## src/rtl/mem_port_arbiter_if.sv

```systemverilog
// ============================================================================
// mem_port_arbiter_if : requester and memory-side signal bundle for the
//                       two-requester byte-wide memory port arbiter.
// Optional macro      : ARB_LOCK_EN (adds lock0/lock1)
// Revision            : 1.0 - initial release
// ============================================================================
`default_nettype none

interface mem_port_arbiter_if #(
  parameter int WIDTH  = 8,
  parameter int ADDR_W = 8
);
  logic              req0;
  logic              we0;
  logic [ADDR_W-1:0] adr0;
  logic [WIDTH-1:0]  wd0;
  logic              ack0;

  logic              req1;
  logic              we1;
  logic [ADDR_W-1:0] adr1;
  logic [WIDTH-1:0]  wd1;
  logic              ack1;

  logic [WIDTH-1:0]  rdata;
  logic              busy;

  logic              mem_read;
  logic              mem_write;
  logic [ADDR_W-1:0] mem_adr;
  logic [WIDTH-1:0]  mem_wd;
  logic [WIDTH-1:0]  mem_rd;

`ifdef ARB_LOCK_EN
  logic              lock0;
  logic              lock1;

  modport slave (
    input  req0, we0, adr0, wd0, lock0,
    input  req1, we1, adr1, wd1, lock1,
    input  mem_rd,
    output ack0, ack1, rdata, busy,
    output mem_read, mem_write, mem_adr, mem_wd
  );

  modport master (
    output req0, we0, adr0, wd0, lock0,
    output req1, we1, adr1, wd1, lock1,
    output mem_rd,
    input  ack0, ack1, rdata, busy,
    input  mem_read, mem_write, mem_adr, mem_wd
  );
`else
  modport slave (
    input  req0, we0, adr0, wd0,
    input  req1, we1, adr1, wd1,
    input  mem_rd,
    output ack0, ack1, rdata, busy,
    output mem_read, mem_write, mem_adr, mem_wd
  );

  modport master (
    output req0, we0, adr0, wd0,
    output req1, we1, adr1, wd1,
    output mem_rd,
    input  ack0, ack1, rdata, busy,
    input  mem_read, mem_write, mem_adr, mem_wd
  );
`endif

endinterface

`default_nettype wire

```

## src/rtl/mem_port_arbiter.sv

```systemverilog
// ============================================================================
// mem_port_arbiter : round-robin arbiter sharing one fixed-latency byte-wide
//                    memory port between the CPU (0) and the loader (1).
// Optional macro   : ARB_LOCK_EN (last grantee may hold the port via lockN)
// Revision         : 1.0 - initial release
// ============================================================================
`default_nettype none

module mem_port_arbiter #(
  parameter int WIDTH  = 8,
  parameter int ADDR_W = 8,
  parameter int RD_LAT = 2
) (
  input  wire logic            clk,
  input  wire logic            rst,
  mem_port_arbiter_if.slave    bus
);

  generate
    if (RD_LAT < 1 || RD_LAT > 15) begin : g_bad_rd_lat
      $error("mem_port_arbiter: RD_LAT must be within 1..15");
    end
  endgenerate

  localparam logic [3:0] RD_CNT_INIT = 4'(RD_LAT - 1);

  typedef enum logic [1:0] {
    IDLE   = 2'd0,
    ACCESS = 2'd1,
    ACK    = 2'd2
  } state_t;

  state_t            state;
  state_t            state_nx;

  logic              gnt;
  logic              last_grant;
  logic              we_l;
  logic [3:0]        cnt;
  logic [ADDR_W-1:0] adr_l;
  logic [WIDTH-1:0]  wd_l;
  logic [WIDTH-1:0]  rdata_q;

  logic              any_req;
  logic              win;
  logic              upd_last;
  logic              sel_we;
  logic [ADDR_W-1:0] sel_adr;
  logic [WIDTH-1:0]  sel_wd;

  assign any_req = bus.req0 | bus.req1;

  // Arbitration: a tie goes to whoever was not granted last.
  always_comb begin
    win      = 1'b0;
    upd_last = 1'b1;
    if (bus.req0 && bus.req1) begin
      win = ~last_grant;
    end else begin
      win = bus.req1;
    end
`ifdef ARB_LOCK_EN
    // Locked holder keeps the port only while it is actually requesting.
    if (last_grant ? (bus.lock1 && bus.req1) : (bus.lock0 && bus.req0)) begin
      win      = last_grant;
      upd_last = 1'b0;
    end
`endif
  end

  always_comb begin
    sel_we  = bus.we0;
    sel_adr = bus.adr0;
    sel_wd  = bus.wd0;
    if (win) begin
      sel_we  = bus.we1;
      sel_adr = bus.adr1;
      sel_wd  = bus.wd1;
    end
  end

  always_comb begin
    state_nx = state;
    case (state)
      IDLE:    if (any_req) state_nx = ACCESS;
      ACCESS:  if (we_l || cnt == 4'd0) state_nx = ACK;
      ACK:     state_nx = IDLE;
      default: state_nx = IDLE;
    endcase
  end

  always_ff @(posedge clk) begin
    if (rst) begin
      state <= IDLE;
    end else begin
      state <= state_nx;
    end
  end

  always_ff @(posedge clk) begin
    if (rst) begin
      gnt        <= 1'b0;
      last_grant <= 1'b1;
      we_l       <= 1'b0;
      cnt        <= 4'd0;
      adr_l      <= '0;
      wd_l       <= '0;
      rdata_q    <= '0;
    end else begin
      case (state)
        IDLE: begin
          if (any_req) begin
            gnt   <= win;
            we_l  <= sel_we;
            adr_l <= sel_adr;
            wd_l  <= sel_wd;
            cnt   <= sel_we ? 4'd0 : RD_CNT_INIT;
            if (upd_last) begin
              last_grant <= win;
            end
          end
        end
        ACCESS: begin
          if (!we_l) begin
            if (cnt == 4'd0) begin
              rdata_q <= bus.mem_rd;
            end else begin
              cnt <= cnt - 4'd1;
            end
          end
        end
        default: begin
        end
      endcase
    end
  end

  assign bus.mem_read  = (state == ACCESS) && !we_l;
  assign bus.mem_write = (state == ACCESS) &&  we_l;
  assign bus.mem_adr   = adr_l;
  assign bus.mem_wd    = wd_l;
  assign bus.ack0      = (state == ACK) && !gnt;
  assign bus.ack1      = (state == ACK) &&  gnt;
  assign bus.busy      = (state != IDLE);
  assign bus.rdata     = rdata_q;

endmodule

`default_nettype wire

```

## src/flat_wrapper.sv

```systemverilog
// flat-port wrapper written by rule: the top's interface ports become plain ports
module mem_port_arbiter_flat 
#(
  parameter int WIDTH  = 8,
  parameter int ADDR_W = 8,
  parameter int RD_LAT = 2
)
  (clk, rst, bus_req0, bus_we0, bus_adr0, bus_wd0, bus_req1, bus_we1, bus_adr1, bus_wd1, bus_mem_rd, bus_ack0, bus_ack1, bus_rdata, bus_busy, bus_mem_read, bus_mem_write, bus_mem_adr, bus_mem_wd);
  mem_port_arbiter_if #(.WIDTH(WIDTH), .ADDR_W(ADDR_W)) bus_i ();
  input  wire logic clk;
  input  wire logic rst;
  input wire logic [$bits(bus_i.req0)-1:0] bus_req0;
  input wire logic [$bits(bus_i.we0)-1:0] bus_we0;
  input wire logic [$bits(bus_i.adr0)-1:0] bus_adr0;
  input wire logic [$bits(bus_i.wd0)-1:0] bus_wd0;
  input wire logic [$bits(bus_i.req1)-1:0] bus_req1;
  input wire logic [$bits(bus_i.we1)-1:0] bus_we1;
  input wire logic [$bits(bus_i.adr1)-1:0] bus_adr1;
  input wire logic [$bits(bus_i.wd1)-1:0] bus_wd1;
  input wire logic [$bits(bus_i.mem_rd)-1:0] bus_mem_rd;
  output wire logic [$bits(bus_i.ack0)-1:0] bus_ack0;
  output wire logic [$bits(bus_i.ack1)-1:0] bus_ack1;
  output wire logic [$bits(bus_i.rdata)-1:0] bus_rdata;
  output wire logic [$bits(bus_i.busy)-1:0] bus_busy;
  output wire logic [$bits(bus_i.mem_read)-1:0] bus_mem_read;
  output wire logic [$bits(bus_i.mem_write)-1:0] bus_mem_write;
  output wire logic [$bits(bus_i.mem_adr)-1:0] bus_mem_adr;
  output wire logic [$bits(bus_i.mem_wd)-1:0] bus_mem_wd;
  assign bus_i.req0 = bus_req0;
  assign bus_i.we0 = bus_we0;
  assign bus_i.adr0 = bus_adr0;
  assign bus_i.wd0 = bus_wd0;
  assign bus_i.req1 = bus_req1;
  assign bus_i.we1 = bus_we1;
  assign bus_i.adr1 = bus_adr1;
  assign bus_i.wd1 = bus_wd1;
  assign bus_i.mem_rd = bus_mem_rd;
  assign bus_ack0 = bus_i.ack0;
  assign bus_ack1 = bus_i.ack1;
  assign bus_rdata = bus_i.rdata;
  assign bus_busy = bus_i.busy;
  assign bus_mem_read = bus_i.mem_read;
  assign bus_mem_write = bus_i.mem_write;
  assign bus_mem_adr = bus_i.mem_adr;
  assign bus_mem_wd = bus_i.mem_wd;
  mem_port_arbiter #(.WIDTH(WIDTH), .ADDR_W(ADDR_W), .RD_LAT(RD_LAT)) u_core (.clk(clk), .rst(rst), .bus(bus_i));
endmodule
```

## config.mk

```make
export PLATFORM = sky130hd
export DESIGN_NAME = mem_port_arbiter_flat
export DESIGN_NICKNAME = d
export VERILOG_FILES = /design/src/rtl/mem_port_arbiter_if.sv /design/src/rtl/mem_port_arbiter.sv /design/src/flat_wrapper.sv
export SDC_FILE = /design/constraint.sdc
export NUM_CORES = 1
export LEC_CHECK = 0
export ABC_AREA = 1
export CELL_PAD_IN_SITES_DETAIL_PLACEMENT = 0
export CELL_PAD_IN_SITES_GLOBAL_PLACEMENT = 2
export CORE_ASPECT_RATIO = 0.5
export CORE_MARGIN = 3
export CORE_UTILIZATION = 20
export DETAILED_ROUTE_END_ITERATION = 16
export PLACE_DENSITY = 0.8
export SYNTH_ARGS = -nofsm -noshare
export SYNTH_HDL_FRONTEND = slang
export SYNTH_SLANG_ARGS = --single-unit
```

## constraint.sdc

```tcl
create_clock -name clk -period 1.5 [get_ports clk]
set_input_delay 0.45 -clock clk [delete_from_list [all_inputs] [get_ports clk]]
set_output_delay 0.45 -clock clk [all_outputs]
set_load 0.05 [all_outputs]
```

* Word-level counts from Yosys, hierarchy flattened
Cells that the tools add are included.
** Word-level totals
- Input bits :: 46
- Logic and storage cells :: 46
- Bits in registers :: 33
- Output and inout port bits :: 29
** Operators by class
- Equal/unequal tests :: 6
- Bitwise operators :: 3
- Multiplexer cells :: 12
- Reductions and logical operators :: 16
- $add $sub $neg :: 1
** Operators with widths (count)
- $mux 8 :: 2
- $mux 4 :: 3
- $pmux 4 s2 :: 1
- $logic_and 1x1->1 :: 5
- $logic_not 4->1 :: 1
- $mux 2 :: 2
- $ne 2x1->1 const B :: 2
- $ne 2x2->1 const B :: 2
- $pmux 2 s2 :: 1
- $reduce_and 2->1 :: 2
- $reduce_and 4->1 :: 1
- $reduce_bool 2->1 :: 2
- $sub 4x1->4 const B :: 1
- $mux 1 :: 3
- $reduce_and 3->1 :: 1
- $eq 2x1->1 const B :: 1
- $eq 2x2->1 const B :: 1
- $logic_not 1->1 :: 2
- $logic_not 2->1 :: 1
- $not 1->1 :: 2
- $logic_or 1x1->1 :: 1
- $or 1x1->1 :: 1

* Longest topological paths before layout
Gate-level depths: netlist of run 1.
- Depth after elaboration :: 6
- Gate-level depth with buffers :: 8
- Mapped depth without buffers :: 8

* Least setup slack after synthesis of run 1
No wires, ideal clock.
- Path type :: reg2out
- From :: reg u_core.state[1]
- To :: out bus_ack1
- Stages on the path, launching flop included :: 3
- Required time :: 1.050 ns
- Data arrival time :: 1.590 ns
- Path buffers :: 0
- Setup slack :: -0.540 ns
- Path through :: dfxtp_1 > inv_1 > nor3b_1
** On the way
- Word-level cells in the longest chain between the ends :: 2
** RTL lines
- start, declared :: RTL line mem_port_arbiter.sv:33 : state_t state;
- start signal, assigned :: RTL line mem_port_arbiter.sv:96 : state <= state_nx;
- $eq 2x2->1 :: RTL line mem_port_arbiter.sv:143 : assign bus.ack1 = (state == ACK) && gnt;
- $logic_and 1x1->1 :: RTL line mem_port_arbiter.sv:143
- end, declared :: RTL line flat_wrapper.sv:22 : output wire logic [$bits(bus_i.ack1)-1:0] bus_ack1;
Every way passes these cells.

* Worst setup path after layout of run 1
Ends and elaborated chain as after synthesis.

==> results of run 1 <==
-- synthesized netlist by cell type, drive strengths merged (2+ instances only) --
cell | number | area (um^2)
a21oi | 3 | 15.0
o21ai | 43 | 226
nand3 | 4 | 25.0
nor2 | 47 | 220
nand2 | 36 | 143
nor3 | 2 | 10.0
clkbuf | 2 | 8.75
buf | 3 | 27.5
dfxtp | 33 | 661
inv | 11 | 43.8
-- registers in the layout, indices dropped and copies added (netlist names) --
| signal | flops |
|---|---|
| u_core.bus.mem_adr | 8 |
| u_core.bus.mem_wd | 8 |
| u_core.bus.rdata | 8 |
| u_core.cnt | 4 |
| u_core.gnt | 1 |
| u_core.last_grant | 1 |
| u_core.state | 2 |
| u_core.we_l | 1 |
-- power breakdown --
| group | switching, W | leakage, nW | internal [W] |
|---|---|---|---|
| clock | 0.000339 | 0.0700 | 0.000651 |
| sequential | 0.000154 | 0.274 | 0.00103 |
| combinational | 0.000848 | 0.833 | 0.000785 |
| total | 0.00134 | 1.18 | 0.00246 |
-- per-layer routing --
metal | routed length (um) | part of all wire [%] | vias up
li1 | - | - | 800
met5 | 0 | 0 | -
met4 | 29 | 0.65 | 0
met1 | 2010 | 45 | 697
met2 | 2190 | 49 | 37
met3 | 211 | 4.8 | 2
-- tightest hold or removal path, stage by stage, from the launching register on --
cell,delay (ns)
dfxtp_1,0.33
nand2_1,0.05
nand3_1,0.05
-- final timing paths --
kind,to
max,bus_ack1
min,u_core.last_grant
max reg2reg,u_core.cnt[0]
min reg2reg,u_core.last_grant
-- logic make-up (layout without fill, tap and decap cells) --
group / count (synthesis) / count (layout) / synth area share, %
buffers and inverters: 17 / 109 / 6.03
adders and majority gates: 1 / 1 / 0.886
AOI/OAI and AO/OA: 46 / 46 / 17.1
DFF: 33 / 33 / 46.8
and+or+nand+nor: 91 / 94 / 29.2
-- final cells by class --
| cell class | instances | share of cell area, % |
|---|---|---|
| Inverter | 12 | 1.78 |
| Clock buffer | 7 | 4.95 |
| Sequential cell | 33 | 23.2 |
| Multi-Input combinational cell | 141 | 25.3 |
| Tap cell | 88 | 3.82 |
| Timing Repair Buffer | 90 | 41.0 |
-- what timing repair did --
item	4_1_cts	5_1_grt
gates cloned	1	2
gates resized for setup	10	4
endpoints found under the setup margin	18	26
buffers inserted	3	1
pin swaps	4	5
-- per-stage QoR --
| step | hold WS [ns] | cells | cell area (um^2) |
|---|---|---|---|
| 6_report | 0.461 | 371 | 2880 |
| 5_1_grt | 0.498 | 371 | 2880 |
| 4_1_cts | 0.468 | 368 | 2850 |
| 3_5_place_dp | 0.453 | 357 | 2630 |
| 3_3_place_gp | 0.448 | 357 | 2630 |
| 2_1_floorplan | 0.429 | 188 | 1420 |
==> out/qor.yml, run 1 <==
route:
  postRouteAntennaNets: 0
  wl_mm: 4.44
  drtIter0Drc: 36
  drc: 0
  wl_per_cell_um: 12.0
  avgViaCountPerCell: 4.14
  drt-pass1-iter-count: 4
  dr_total_vias: 1536
finish:
  fin_util_pct: 44.8
  antennaDiodeCount: 0
  fill_cells: 614
  layout_commonest_cell: "clkdlybuf4s50_1"
  final_cell_mix: "43 x clkdlybuf4s50_1, 40 x nor2_1, 33 x nand2_1"
  ff_latch_area_um2: 669
  nets: 330
  multi_input_area_um2: 728
  drive_gt1_share_pct: 26.9
  syn_to_final_growth_pct: 104
floorplanning:
  die_h_um: 65.4
  start_util_pct: 21.9
  fp.dieW_um: 125
  rows: 20
  core_um2: 6430
  ios: 75
  design.die.area_um2: 8160
yosys:
  yosysWarnings: 0
  synthesis.area_um2: 1410
  synth.net_count: 235
  ys_types: 25
  synth_flop_cell: "dfxtp_1"
  ys_seq_area_share_pct: 46.8
  avgSynthCellArea_um2: 7.51
  synth_edf_count: 0
  ys_async_sr_fraction_pct: 0
  netlist_instances: 188
  ys_ff_latch: 33
power:
  ir_drop_v: 0.000507
  p_per_area_nw_per_um2: 1320
  power_w: 0.00381
  power.leakage_nw: 1.18
status:
  status: "finished, violations left"
  violations: "negative setup slack"
timing:
  fin_crit_ns: 1.50
  clock.fmax_ghz: 0.666
  rsz0062_at_grt: "yes"
  setup_viol: 1
  drv_slew: 0
  tightestPinTransition_ns: 0.283
  slew_headroom_pct: 81.1
  fin_crit_sh_pct: 100
  final_hold_viol_count: 0
  fin_ws_ns: -0.000893
  clock_skew_ns: 0.00239
  fin_tns_setup_ns: -0.000893
place:
  gp_congestion: 0.738
  preCtsSetupSlack_ns: -0.332
  port_buffers: 74
  dp_hpwl_mm: 3.39
global_route:
  gr-usage-met1_pct: 13.4
  antenna_found_initial: 0
  track_usage_pct: 11.1
  grt_pass1_wl_mm: 7.36
  grt_use_met3_pct: 3.81
  grt_pass1_vias: 1542
  gr-max-usage-layer: "met2"
  grt_overflow: 0
  grt_max_degree: 18
  gr-usage-met2_pct: 19.4
worst_setup_path:
  critPathSlowestCell: "dfxtp_4"
  cp.required_ns: 1.05
  worstPathArrival_ns: 1.05
  cp_num_buf_inv: 2
  crit_chain: "inv_4 > nor3b_4 > buf_12"
  startpoint: "u_core.state[1]"
  r2r_slack_ns: 0.21
  rr_startpoint: "u_core.state[1]"
  end_kind: "output port"
  critPathTopFamily: "flip-flops"
  cp-start-kind: "register"
  reg2regPathDepth: 9
  setup.worst_path.class: "register to output port"
  critical_path.max_stage_delay_ns: 0.36
  cp_max_fo: 3
  crit_cells: 3
clock_network:
  clk_latency_ns: 0.27
  h-tree-depth: 2
  cts_root_buf: "clkbuf_16"
  path_clk_slew_ns: 0.05
  clock-sinks: 33
  cts_buffer_depth: 2
  postCtsHoldBufs: 0
  tritoncts: "built"
  cts_inserted_buffers: 5
job:
  drv_cap: 0
min_path:
  min-delay-path-class: "register to register"
  min_from: "u_core.last_grant"
  hold_depth: 2
Power figures use the tool's default switching activity.
==> run 2, diff against run 1 <==
REMOVE_ABC_BUFFERS = 1   (was not set)
TNS_END_PERCENT = 1   (was not set)
==> run 2 against run 1 <==
Against the previous run: clock-buffer cell count decreased by 2; sequential power is essentially flat; hold slack improved by 0.014 ns; combinational power about the same; critical path type unchanged; largest cell class unchanged; largest power group unchanged; the flow now finishes without violations; design area is 1.4% lower; flip-flop and latch count stayed put; non-clock buffer count down 3; worst setup slack better by 0.0098 ns; maximum frequency up 0.66%; clock skew is 0.0025 ns higher; global-route usage up 0.13 points; register-to-register slack got worse by 0.09 ns.
==> out/qor.yml, run 2 (synthesis results as in run 1) <==
status:
  status: "finished, final reports clean"
place:
  dp_hpwl_mm: 3.24
  port_buffers: 74
  gp_congestion: 0.778
job:
  drv_cap: 0
power:
  ir_drop_v: 0.000480
  p_per_area_nw_per_um2: 1330
  power.leakage_nw: 1.15
  power_w: 0.00379
timing:
  slew_headroom_pct: 81.4
  final_hold_viol_count: 0
  clock.fmax_ghz: 0.671
  fin_crit_sh_pct: 99.4
  fin_crit_ns: 1.49
  tightestPinTransition_ns: 0.278
  rsz0062_at_grt: "yes"
  setup_viol: 0
  clock_skew_ns: 0.00491
  hold_ws_ns: 0.475
  fin_tns_setup_ns: 0
  drv_slew: 0
floorplanning:
  ios: 75
  start_util_pct: 21.9
  fp.dieW_um: 125
  die_h_um: 65.4
  design.die.area_um2: 8160
  core_um2: 6430
  rows: 20
clock_network:
  path_clk_slew_ns: 0.05
  tritoncts: "built"
  h-tree-depth: 2
  postCtsHoldBufs: 0
  clk_latency_ns: 0.28
  cts_root_buf: "clkbuf_16"
  clock-sinks: 33
  cts_inserted_buffers: 5
  cts_buffer_depth: 2
global_route:
  grt_overflow: 0
  grt_use_met3_pct: 3.81
  gr-usage-met2_pct: 18.9
  gr-max-usage-layer: "met2"
  grt_max_degree: 20
  antenna_found_initial: 0
  grt_pass1_wl_mm: 7.19
  track_usage_pct: 11.2
  gr-usage-met1_pct: 13.4
  grt_pass1_vias: 1452
route:
  wl_mm: 4.39
  avgViaCountPerCell: 4.17
  dr_total_vias: 1532
  postRouteAntennaNets: 0
  wl_per_cell_um: 12.0
  drt-pass1-iter-count: 4
  drtIter0Drc: 59
  drc: 0
finish:
  drive_gt1_share_pct: 26.9
  final_cell_mix: "43 x clkdlybuf4s50_1, 40 x nor2_1, 33 x nand2_1"
  nets: 325
  layout_commonest_cell: "clkdlybuf4s50_1"
  syn_to_final_growth_pct: 101
  antennaDiodeCount: 0
worst_setup_path:
  cp_max_fo: 4
  worstPathArrival_ns: 1.04
  setup.worst_path.class: "register to output port"
  cp.required_ns: 1.05
  cp-start-kind: "register"
  end_kind: "output port"
min_path:
  min-delay-path-class: "register to register"
-- run 2: changes by cell type in the layout (fill, tap and decap cells not counted), sizes merged --
| cell | before | now |
|---|---|---|
| buf | 45 | 42 |
| clkbuf | 7 | 5 |
| clkinv | 1 | 3 |
| clkinvlp | 0 | 1 |
| nor2 | 50 | 48 |
-- run 2: cell type report --
type | instances | area [um^2]
clock inverter | 3 | 17.5
tap | 88 | 110
sequential | 33 | 668
clock buffer | 5 | 125
fill | 637 | 3590
timing repair buffer | 87 | 1160
multi-input combinational | 139 | 712
inverter | 12 | 51.3
-- run 2: repair_timing --
action	CTS	global route
gates cloned	0	1
endpoints found under the hold margin	0	0
buffers inserted	3	1
gates resized for setup	7	11
setup endpoints to repair	14	26
pin swaps	4	3
-- run 2: worst max-delay path: stages (launching register included) --
cell and delay (ns):
dfxtp_4 0.38, nor3b_4 0.23, buf_12 0.16
-- run 2: final timing paths --
path / cells after the start / start / slack [ns] / to
max: 2 / u_core.state[0] / 0.009 / bus_ack1
min: 2 / u_core.last_grant / 0.48 / u_core.last_grant
max reg2reg: 8 / u_core.state[1] / 0.12 / u_core.bus.mem_wd[0]
min reg2reg: 2 / u_core.last_grant / 0.48 / u_core.last_grant
-- run 2: metal layers --
| layer | vias up | routed length [um] |
|---|---|---|
| met5 | - | 0 |
| met4 | 0 | 57 |
| met3 | 4 | 295 |
| met2 | 49 | 2130 |
| met1 | 691 | 1910 |
| li1 | 788 | - |
-- run 2: report_power, final --
part | internal, W | leakage (nW) | total (W) | switching (W)
Combinational | 0.000776 | 0.809 | 0.00162 | 0.000841
Sequential | 0.00103 | 0.274 | 0.00118 | 0.000153
Clock | 0.000608 | 0.0696 | 0.000986 | 0.000378
Total | 0.00241 | 1.15 | 0.00379 | 0.00137
-- run 2: per-stage QoR --
step	area (um^2)	setup slack [ns]	utilization (%)	cells
after detailed placement	2600	-0.342	40.4	354
after CTS	2800	-0.0424	43.5	365
after global placement	2600	-0.283	40.4	354
after floorplan	1380	-0.540	-	183
final	2840	0.00890	44.2	367
after global routing	2840	-0.0527	44.2	367
==> run 3, diff against run 2 <==
CORE_MARGIN = 5   (was 3)
==> run 3 against run 2 <==
Against the previous run: the run now ends with negative setup slack left; via count down 1.2%; hold slack about the same; flip-flop and latch count unchanged.
==> out/qor.yml, run 3 (synthesis results as in run 1) <==
global_route:
  grt_pass1_wl_mm: 7.43
  track_usage_pct: 10.6
  grt_max_degree: 20
  grt_pass1_vias: 1511
  antenna_found_initial: 0
  grt_overflow: 0
floorplanning:
  fp.dieW_um: 129
  design.die.area_um2: 8940
  die_h_um: 69.4
  rows: 21
  ios: 75
  start_util_pct: 20.8
  core_um2: 6780
clock_network:
  cts_root_buf: "clkbuf_16"
  postCtsHoldBufs: 0
  h-tree-depth: 2
  cts_inserted_buffers: 5
  clock-sinks: 33
  cts_buffer_depth: 2
  clk_latency_ns: 0.27
  tritoncts: "built"
  path_clk_slew_ns: 0.05
worst_setup_path:
  cp_max_fo: 3
  end_kind: "output port"
  cp.required_ns: 1.05
  setup.worst_path.class: "register to output port"
  worstPathArrival_ns: 1.08
  cp-start-kind: "register"
  startpoint: "u_core.state[1]"
  reg2regPathDepth: 9
  rr_startpoint: "u_core.state[1]"
job:
  drv_cap: 0
place:
  dpl_cell_area_um2: 2590
  gp_congestion: 0.772
  port_buffers: 74
  preCtsSetupSlack_ns: -0.342
  dp_hpwl_mm: 3.54
timing:
  clock_skew_ns: 0.00441
  fin_tns_setup_ns: -0.0327
  clock.fmax_ghz: 0.652
  rsz0062_at_grt: "yes"
  hold_ws_ns: 0.475
  drv_slew: 0
  fin_crit_sh_pct: 102
  fin_ws_ns: -0.0327
  tightestPinTransition_ns: 0.280
  final_hold_viol_count: 0
  fin_crit_ns: 1.53
  slew_headroom_pct: 81.3
  setup_viol: 1
finish:
  nets: 323
  syn_to_final_growth_pct: 98.0
  antennaDiodeCount: 0
  fin_util_pct: 41.2
  drive_gt1_share_pct: 24.5
  finalInstanceArea_um2: 2800
  final_cell_mix: "43 x clkdlybuf4s50_1, 40 x nor2_1, 33 x nand2_1"
  layout_commonest_cell: "clkdlybuf4s50_1"
route:
  dr_total_vias: 1514
  wl_per_cell_um: 12.3
  drtIter0Drc: 59
  avgViaCountPerCell: 4.10
  drt-pass1-iter-count: 4
  drc: 0
  postRouteAntennaNets: 0
  wl_mm: 4.53
power:
  p_per_area_nw_per_um2: 1330
  power.leakage_nw: 1.13
  ir_drop_v: 0.000620
min_path:
  min_from: "u_core.we_l"
  hold_depth: 2
  min-delay-path-class: "register to register"
status:
  violations: "negative setup slack"
  status: "finished, violations left"
-- run 3: critical path: stages (launching register included) --
cell and delay, ns:
dfxtp_4 0.36, inv_4 0.05, nor3b_2 0.14, buf_4 0.13, buf_12 0.12
-- run 3: metrics by stage --
step / total power [W] / std cells
after global routing: 0.00394 / 369
after detailed placement: 0.00274 / 358
after CTS: 0.00376 / 367
final: 0.00373 / 369
after floorplan: 0.00193 / 183
after global placement: 0.00273 / 358
-- run 3: path summary, 6_finish.rpt --
kind,endpoint,slack (ns)
worst max-delay path,bus_ack1,-0.03
worst min-delay path,u_core.we_l,0.48
worst max register to register,u_core.cnt[1],0.19
worst min register to register,u_core.we_l,0.48
-- run 3: cell type report --
| cell class | count | area [um^2] |
|---|---|---|
| multi-input combinational | 138 | 688 |
| clock buffer | 8 | 136 |
| sequential | 33 | 669 |
| timing repair buffer | 86 | 1130 |
| fill | 690 | 3980 |
| inverter | 12 | 51.3 |
| tap | 92 | 115 |
-- run 3: metal layers --
metal / up-vias / share of wire (%) / track usage, % / wire length, um
met5: - / 0 / 0 / 0
met4: 0 / 1.3 / 3.73 / 57
met3: 5 / 6.4 / 3.85 / 288
met2: 44 / 50 / 18.2 / 2290
met1: 683 / 42 / 12.1 / 1900
li1: 782 / - / - / -
-- run 3: repair_timing --
action	CTS	global route
pin swaps	1	2
setup endpoints to repair	15	24
resized for setup	16	5
setup buffers	1	2
hold endpoints to repair	0	0
-- run 3: report_power, final --
part	total, W	switching [W]	leakage [nW]	internal (W)
Clock	0.000964	0.000348	0.0652	0.000616
Sequential	0.00118	0.000154	0.274	0.00103
Combinational	0.00158	0.000830	0.791	0.000750
